<file path="src/rtl/pwm_multi_ch.sv">
// Multi-channel PWM: one shared edge- or center-aligned counter drives CHANNELS compare outputs.
// Duty, period and mode are double-buffered and only take effect at a period boundary.
module pwm_multi_ch #(
    parameter  int WIDTH    = 8,
    parameter  int CHANNELS = 4,
    localparam int CH_BITS  = $clog2(CHANNELS)
) (
    input  logic                clk,
    input  logic                resetn,
    input  logic                en,
    input  logic                mode,
    input  logic [WIDTH-1:0]    period,
    input  logic                wr_en,
    input  logic [CH_BITS-1:0]  wr_ch,
    input  logic [WIDTH-1:0]    wr_duty,
    output logic [CHANNELS-1:0] pwm_out,
    output logic                period_start
);

    typedef enum logic {
        DIR_UP   = 1'b0,
        DIR_DOWN = 1'b1
    } dir_t;

    logic [WIDTH-1:0]    r_cnt;
    dir_t                r_dir;
    logic [WIDTH-1:0]    r_period_act;
    logic                r_mode_act;
    logic [WIDTH-1:0]    r_shadow [CHANNELS];
    logic [WIDTH-1:0]    r_active [CHANNELS];

    logic [WIDTH-1:0]    w_cnt_next;
    dir_t                w_dir_next;
    logic                w_boundary;
    logic [CHANNELS-1:0] w_cmp;

    // Next count; a zero period always counts edge-style so the counter sits at 0.
    always_comb begin
        w_cnt_next = '0;
        w_dir_next = DIR_UP;
        if (en) begin
            if (!r_mode_act || (r_period_act == '0)) begin
                w_cnt_next = (r_cnt >= r_period_act) ? '0 : r_cnt + 1'b1;
            end else if (r_dir == DIR_UP) begin
                if (r_cnt >= r_period_act) begin
                    w_cnt_next = r_cnt - 1'b1;
                    w_dir_next = DIR_DOWN;
                end else begin
                    w_cnt_next = r_cnt + 1'b1;
                end
            end else begin
                w_cnt_next = r_cnt - 1'b1;
                w_dir_next = DIR_DOWN;
            end
            if (w_cnt_next == '0) begin
                w_dir_next = DIR_UP;
            end
        end
    end

    // While disabled the next count is always 0, so settings reload every cycle.
    assign w_boundary = (w_cnt_next == '0);

    always_ff @(posedge clk or negedge resetn) begin
        if (!resetn) begin
            r_cnt <= '0;
            r_dir <= DIR_UP;
        end else begin
            r_cnt <= w_cnt_next;
            r_dir <= w_dir_next;
        end
    end

    always_ff @(posedge clk or negedge resetn) begin
        if (!resetn) begin
            for (int i = 0; i < CHANNELS; i++) begin
                r_shadow[i] <= '0;
            end
        end else if (wr_en) begin
            r_shadow[wr_ch] <= wr_duty;
        end
    end

    // A write landing on the boundary edge bypasses the shadow and goes live at once.
    always_ff @(posedge clk or negedge resetn) begin
        if (!resetn) begin
            r_period_act <= '0;
            r_mode_act   <= 1'b0;
            for (int i = 0; i < CHANNELS; i++) begin
                r_active[i] <= '0;
            end
        end else if (w_boundary) begin
            r_period_act <= period;
            r_mode_act   <= mode;
            for (int i = 0; i < CHANNELS; i++) begin
                r_active[i] <= (wr_en && (wr_ch == CH_BITS'(i))) ? wr_duty : r_shadow[i];
            end
        end
    end

    always_comb begin
        w_cmp = '0;
        for (int i = 0; i < CHANNELS; i++) begin
            w_cmp[i] = en && (r_cnt < r_active[i]);
        end
    end

    always_ff @(posedge clk or negedge resetn) begin
        if (!resetn) begin
            pwm_out      <= '0;
            period_start <= 1'b0;
        end else begin
            pwm_out      <= w_cmp;
            period_start <= w_boundary && en;
        end
    end

endmodule

</file>
<file path="config.mk">
export PLATFORM = sky130hd
export DESIGN_NAME = pwm_multi_ch
export DESIGN_NICKNAME = d
export VERILOG_FILES = /design/src/rtl/pwm_multi_ch.sv
export SDC_FILE = /design/constraint.sdc
export NUM_CORES = 1
export LEC_CHECK = 0
export ABC_CLOCK_PERIOD_IN_PS = 7100
export CAP_MARGIN = 20
export CORE_MARGIN = 8
export CORE_UTILIZATION = 50
export CTS_BUF_LIST = sky130_fd_sc_hd__clkbuf_4
export CTS_CLUSTER_DIAMETER = 80
export DETAILED_ROUTE_END_ITERATION = 10
export PLACE_DENSITY = 0.76
export SLEW_MARGIN = 30
export SYNTH_ARGS = -nofsm -noshare
export SYNTH_HDL_FRONTEND = slang
export SYNTH_SLANG_ARGS = --single-unit
</file>
<file path="constraint.sdc">
create_clock -name clk -period 7.1 [get_ports clk]
set_input_delay 1.42 -clock clk [delete_from_list [all_inputs] [get_ports clk]]
set_output_delay 1.42 -clock clk [all_outputs]
set_load 0.02 [all_outputs]
</file>
======== Word level (Yosys, flattened, before mapping) ========
Index checks and enable logic that the tools add are counted.
cells by class
  $lt $le $gt $ge ......................... 7
  bitwise logic cells ..................... 1
  reductions and logical operators ........ 16
  $add $sub $neg .......................... 2
  equality and inequality tests ........... 3
  mux-type cells .......................... 18
operators by type and width
  cell                   count
  $mux W8                11
  $bwmux W32             1
  $lt A8 B8 Y1           4
  $logic_not A8 Y1       3
  $demux W8 S2           1
  $logic_and A1 B1 Y1    10
  $add A8 B1 Y8 const B  1
  $ge A8 B8 Y1           1
  $sub A8 B1 Y8 const B  1
  $mux W1                5
  $eq A2 B2 Y1 const B   2
  $ge A3 B3 Y1 const B   1
  $lt A3 B1 Y1 const B   1
  $not A2 Y3             1
  $eq A2 B1 Y1 const B   1
  $logic_not A2 Y1       1
  $logic_not A1 Y1       1
  $logic_or A1 B1 Y1     1
storage, ports and cells
  register bits ........................... 87
  bits of input ports ..................... 23

======== Logic depth before layout (Yosys ltp) ========
  word-level depth ........................ 8
  mapped depth ............................ 13
  mapped depth without buffers ............ 10

======== Worst setup path after synthesis ========
No wires, ideal clock.
  path kind ............................... register to register
  from .................................... reg r_cnt[0]
  to ...................................... reg r_active[0] (netlist bit)
  buffers on the path ..................... 3
  stages on the path, launching flop included .. 14
  setup slack ............................. 4133 ps
  data required time ...................... 6975 ps
  data arrival time ....................... 2842 ps
  cell sequence ........................... dfrtp_1 buf_2 inv_1 ha_1 nand2b_1 a2111oi_2 o21a_1 or2_2 buf_6 o22ai_2 nand4b_1 o21ai_4 buf_6 mux2_4
between the ends
  cells in the longest elaborated chain, start to end .. 7
  elaborated cells on any way between the ends .. 10
  those cells by class .................... add/sub (2); order compare (1); mux (6); reduce/logical (1)
RTL lines
  item                                   line    text
  start, declared                        25      logic [WIDTH-1:0] r_cnt;
  start signal, assigned                 69      r_cnt <= w_cnt_next;
  $add A8 B1 Y8 (tied with other cells)  43, 49
  $mux W8                                45      if (r_cnt >= r_period_act) begin
  $mux W8                                44      end else if (r_dir == DIR_UP) begin
  $mux W8 *                              42      if (!r_mode_act || (r_period_act == '0)) begin
  $mux W8 * (2 in series)                41      if (en) begin
  $logic_not A8 Y1 *                     62      assign w_boundary = (w_cnt_next == '0);
  end signal, assigned by index          96      r_active[i] <= (wr_en && (wr_ch == CH_BITS'(i))) ? wr_duty : r_shadow[i];
  end, declared                          30      logic [WIDTH-1:0] r_active [CHANNELS];
Mark *: on every way between the ends. The rest lies on a longest branch, timed or not. The select of a mux whose other input is x is not followed.
A chain may end at the register's enable or synchronous reset.

======== Worst setup path in the final report ========
  from .................................... reg r_cnt[2]
  to ...................................... reg r_active[15] (netlist bit)
Same word-level chain as after synthesis.

==> summary.txt <==
Run status
  • Outcome: finished clean

GRT
  • GR Overflow Total: 0
  • Gr usage total: 0.154
  • Initial antenna violation count: 0
  • First-pass GRT wire length: 15.6 mm
  • Via count of the first global-routing pass: 3,160
  • Largest net degree at the start of global routing: a little under 90

Place
  • Port Buffers: 27
  • Gpl congestion: 0.983
  • DPL Wire Length: roughly 6.5 mm
  • Dpl ws: 3.04 ns

STA
  • Final TNS setup: 0 ns
  • Final hold violations: 0
  • F_max: 240 MHz
  • Final period util: 0.587
  • Worst Skew: 0.00841 ns
  • Final setup margin: 2.93 ns
  • RSZ-0062 raised after global routing: false
  • Setup Viol. Count Final: 0
  • Tmin final: 4.17 ns
  • Worst slew pin tran: 0.770 ns
  • Count of final max-slew check failures: 0
  • Slew Limit Headroom: 0.487

Floorplanning
  • I/O pin count: 28
  • Core ar.: 9200 um^2
  • Starting density of the core: 0.513
  • Die Span Y: 113 um
  • Rows: 35
  • Die ar.: 12,800 um^2
  • Chip width: about 110 um

Clocking
  • CTS tree: done
  • Postcts setup bufs: 0
  • Worst-skew pair later-pin latency: between 0.4 and 0.5 ns
  • Number of clock sinks: 87
  • Cts bufs inserted: 9
  • H-tree depth: 3
  • CTS Buffer Depth: 2
  • Clk root buf: clkbuf_4
  • Post_cts resized: 0
  • # hold bufs at CTS: 0
  • Worst-path clk slew: 0.12 ns

Cells and area
  • Area Overhead vs Synth: 9.87%
  • Final core occ: 0.563
  • Commonest non-fill, non-tap cell in the layout: dfrtp_1
  • # diodes: 0
  • Filler instances: ~770
  • Layout cells sized above 1: 0.243
  • Commonest cells after routing, fill and taps aside: dfrtp_1, inv_1, mux2_4
  • Fin nets: approximately 470
  • Storage cell area: 2180 um^2
  • Area of the multi-input gates: 2310 um^2

Critical path
  • Worst-path fanout max: 32
  • Cell count of the worst reg-to-reg path: 10
  • Crit-path slowest cell: dfrtp_1
  • Worst EP arrival: 4.50 ns
  • Critical Path End Type: flop
  • CP required: 7.43 ns
  • Crit path cell chain: ha_1 > or3_1 > o211ai_1 > a211oi_2 > or2_0 > o22ai_2 > nand4b_1 > o21ai_4 > buf_4 > mux2_2
  • CP max stage delay: 0.75 ns
  • CP Launch Point: r_cnt[2]$_DFF_PN0_
  • Setup CP Type: reg2reg
  • Crit start category: flop
  • Reg2Reg Setup Slack: 2.93 ns
  • Worst r2r src: r_cnt[2]$_DFF_PN0_
  • End of the worst register-to-register path: r_active[15]$_DFFE_PN0N_

Worst hold path
  • WHS Endpoint: r_shadow[15]$_DFFE_PN0P_
  • Worst Hold Launch: r_shadow[15]$_DFFE_PN0P_
  • Worst min path class: reg2reg
  • Worst Hold Path Cells: 1

Detailed routing
  • DRT Pass-1 Iters: 4
  • DRT antenna net count: 0
  • Vias post-DR: 2,948
  • Routed WL per cell: 18.0 um
  • Starting DRT DRC Count: roughly 140
  • DRC: 0
  • DRT Wirelength: 9.36 mm
  • Via density: roughly 5.7

Pwr
  • VDD IR max: 0.109 mV
  • Pwr dens: 260 nW/um^2
  • Leak pwr: 2.65 nW

Logic synthesis
  • Syn_nets: 437
  • Top_reg_cell synth: dfrtp_1
  • Cells after Synth: roughly 380
  • Synth warn: 0
  • Syn avg cell area: 12.5 um^2
  • Asr flop ratio synth: 1.00
  • Mapped cell area: 4710 um^2
  • Seq/Total Area, Yosys: 0.462
  • EDFF count, synth: 0
  • Synth cell types: 44
  • Seq cells post-synth: 87

Run
  • Max cap viols: 0
==> per-stage QoR <==
step	instance area, um^2	power, W	std cells	hold WS, ns
2_1_floorplan	4710	0.000984	376	0.467
3_3_place_gp	5050	0.00107	504	0.474
3_5_place_dp	5050	0.00109	504	0.485
4_1_cts	5180	0.00136	519	0.515
5_1_grt	5180	0.00143	519	0.524
6_report	5180	0.00135	519	0.510
==> critical path, delay by kind of cell, from the launching register on <==
kind / cells / cell delay, ns
muxes: 1 / 0.40
and+or+nand+nor: 3 / 0.83
DFF: 1 / 0.75
adders and majority gates: 1 / 0.31
buffers and inverters: 1 / 0.58
AOI/OAI and AO/OA: 4 / 1.15
==> cell type report <==
type / count / area share
Multi-Input combinational cell: 238 / 0.446
Sequential cell: 87 / 0.420
Timing Repair Buffer: 28 / 0.0539
Inverter: 40 / 0.0290
Tap cell: 111 / 0.0268
Clock buffer: 10 / 0.0145
Clock inverter: 5 / 0.00966
==> sequential cells by signal, summed over array words and instances (netlist names) <==
signal	count
pwm_out	4
r_cnt	8
r_active	32
r_mode_act	1
period_start	1
r_shadow	32
r_dir	1
r_period_act	8
==> power breakdown <==
part,switching [W],internal [W]
clock,0.000161,0.000107
sequential,0.0000675,0.000602
combinational,0.000175,0.000237
total,0.000403,0.000946
==> how the worst max path moves through the flow <==
stage / end / slack (ns)
3_5_place_dp: r_active[15]$_DFFE_PN0N_ / 3.04
5_1_grt: r_active[15]$_DFFE_PN0N_ / 2.75
2_1_floorplan: r_active[0]$_DFFE_PN0N_ / 4.13
4_1_cts: r_active[15]$_DFFE_PN0N_ / 3.01
6_report: r_active[15]$_DFFE_PN0N_ / 2.93
3_3_place_gp: r_active[15]$_DFFE_PN0N_ / 3.18
==> synth_stat cells, types with 2 or more instances <==
cell type	n	area, um^2
ha_1	38	475
nand2b_1	6	37.5
nor2_1	16	60.1
nor4_1	3	18.8
or3_1	3	18.8
inv_1	40	150
o22a_1	3	26.3
nand3_1	6	30.0
a21oi_1	6	30.0
dfrtp_1	87	2180
xnor2_1	6	52.6
o21a_1	2	15.0
buf_6	5	56.3
a211oi_1	8	60.1
mux2_2	34	383
buf_2	3	15.0
clkbuf_1	3	11.3
nor3_1	8	40.0
mux2_4	39	586
and3_1	3	18.8
a21o_1	24	180
nand3b_1	2	15.0
xor2_1	2	17.5
nand2_1	9	33.8
==> layer usage <==
metal  global-route usage  vias to the layer above  wire length, um
met4               0.0782                        0              337
met5                    0                        -                0
met3               0.0266                       33              344
li1                     -                     1380                -
met1                0.193                     1457             4250
met2                0.250                       78             4420
==> cells by family (layout without fill, tap and decap cells) <==
logic type | Yosys count | count (layout) | share of synthesized area
xor+xnor | 8 | 8 | 0.0149
buf+inv | 51 | 83 | 0.0494
compound gates | 55 | 55 | 0.0934
fa+ha+maj | 38 | 38 | 0.101
simple gates | 64 | 64 | 0.0743
mux | 73 | 73 | 0.205
flops | 87 | 87 | 0.462
Power figures use the tool's default switching activity.
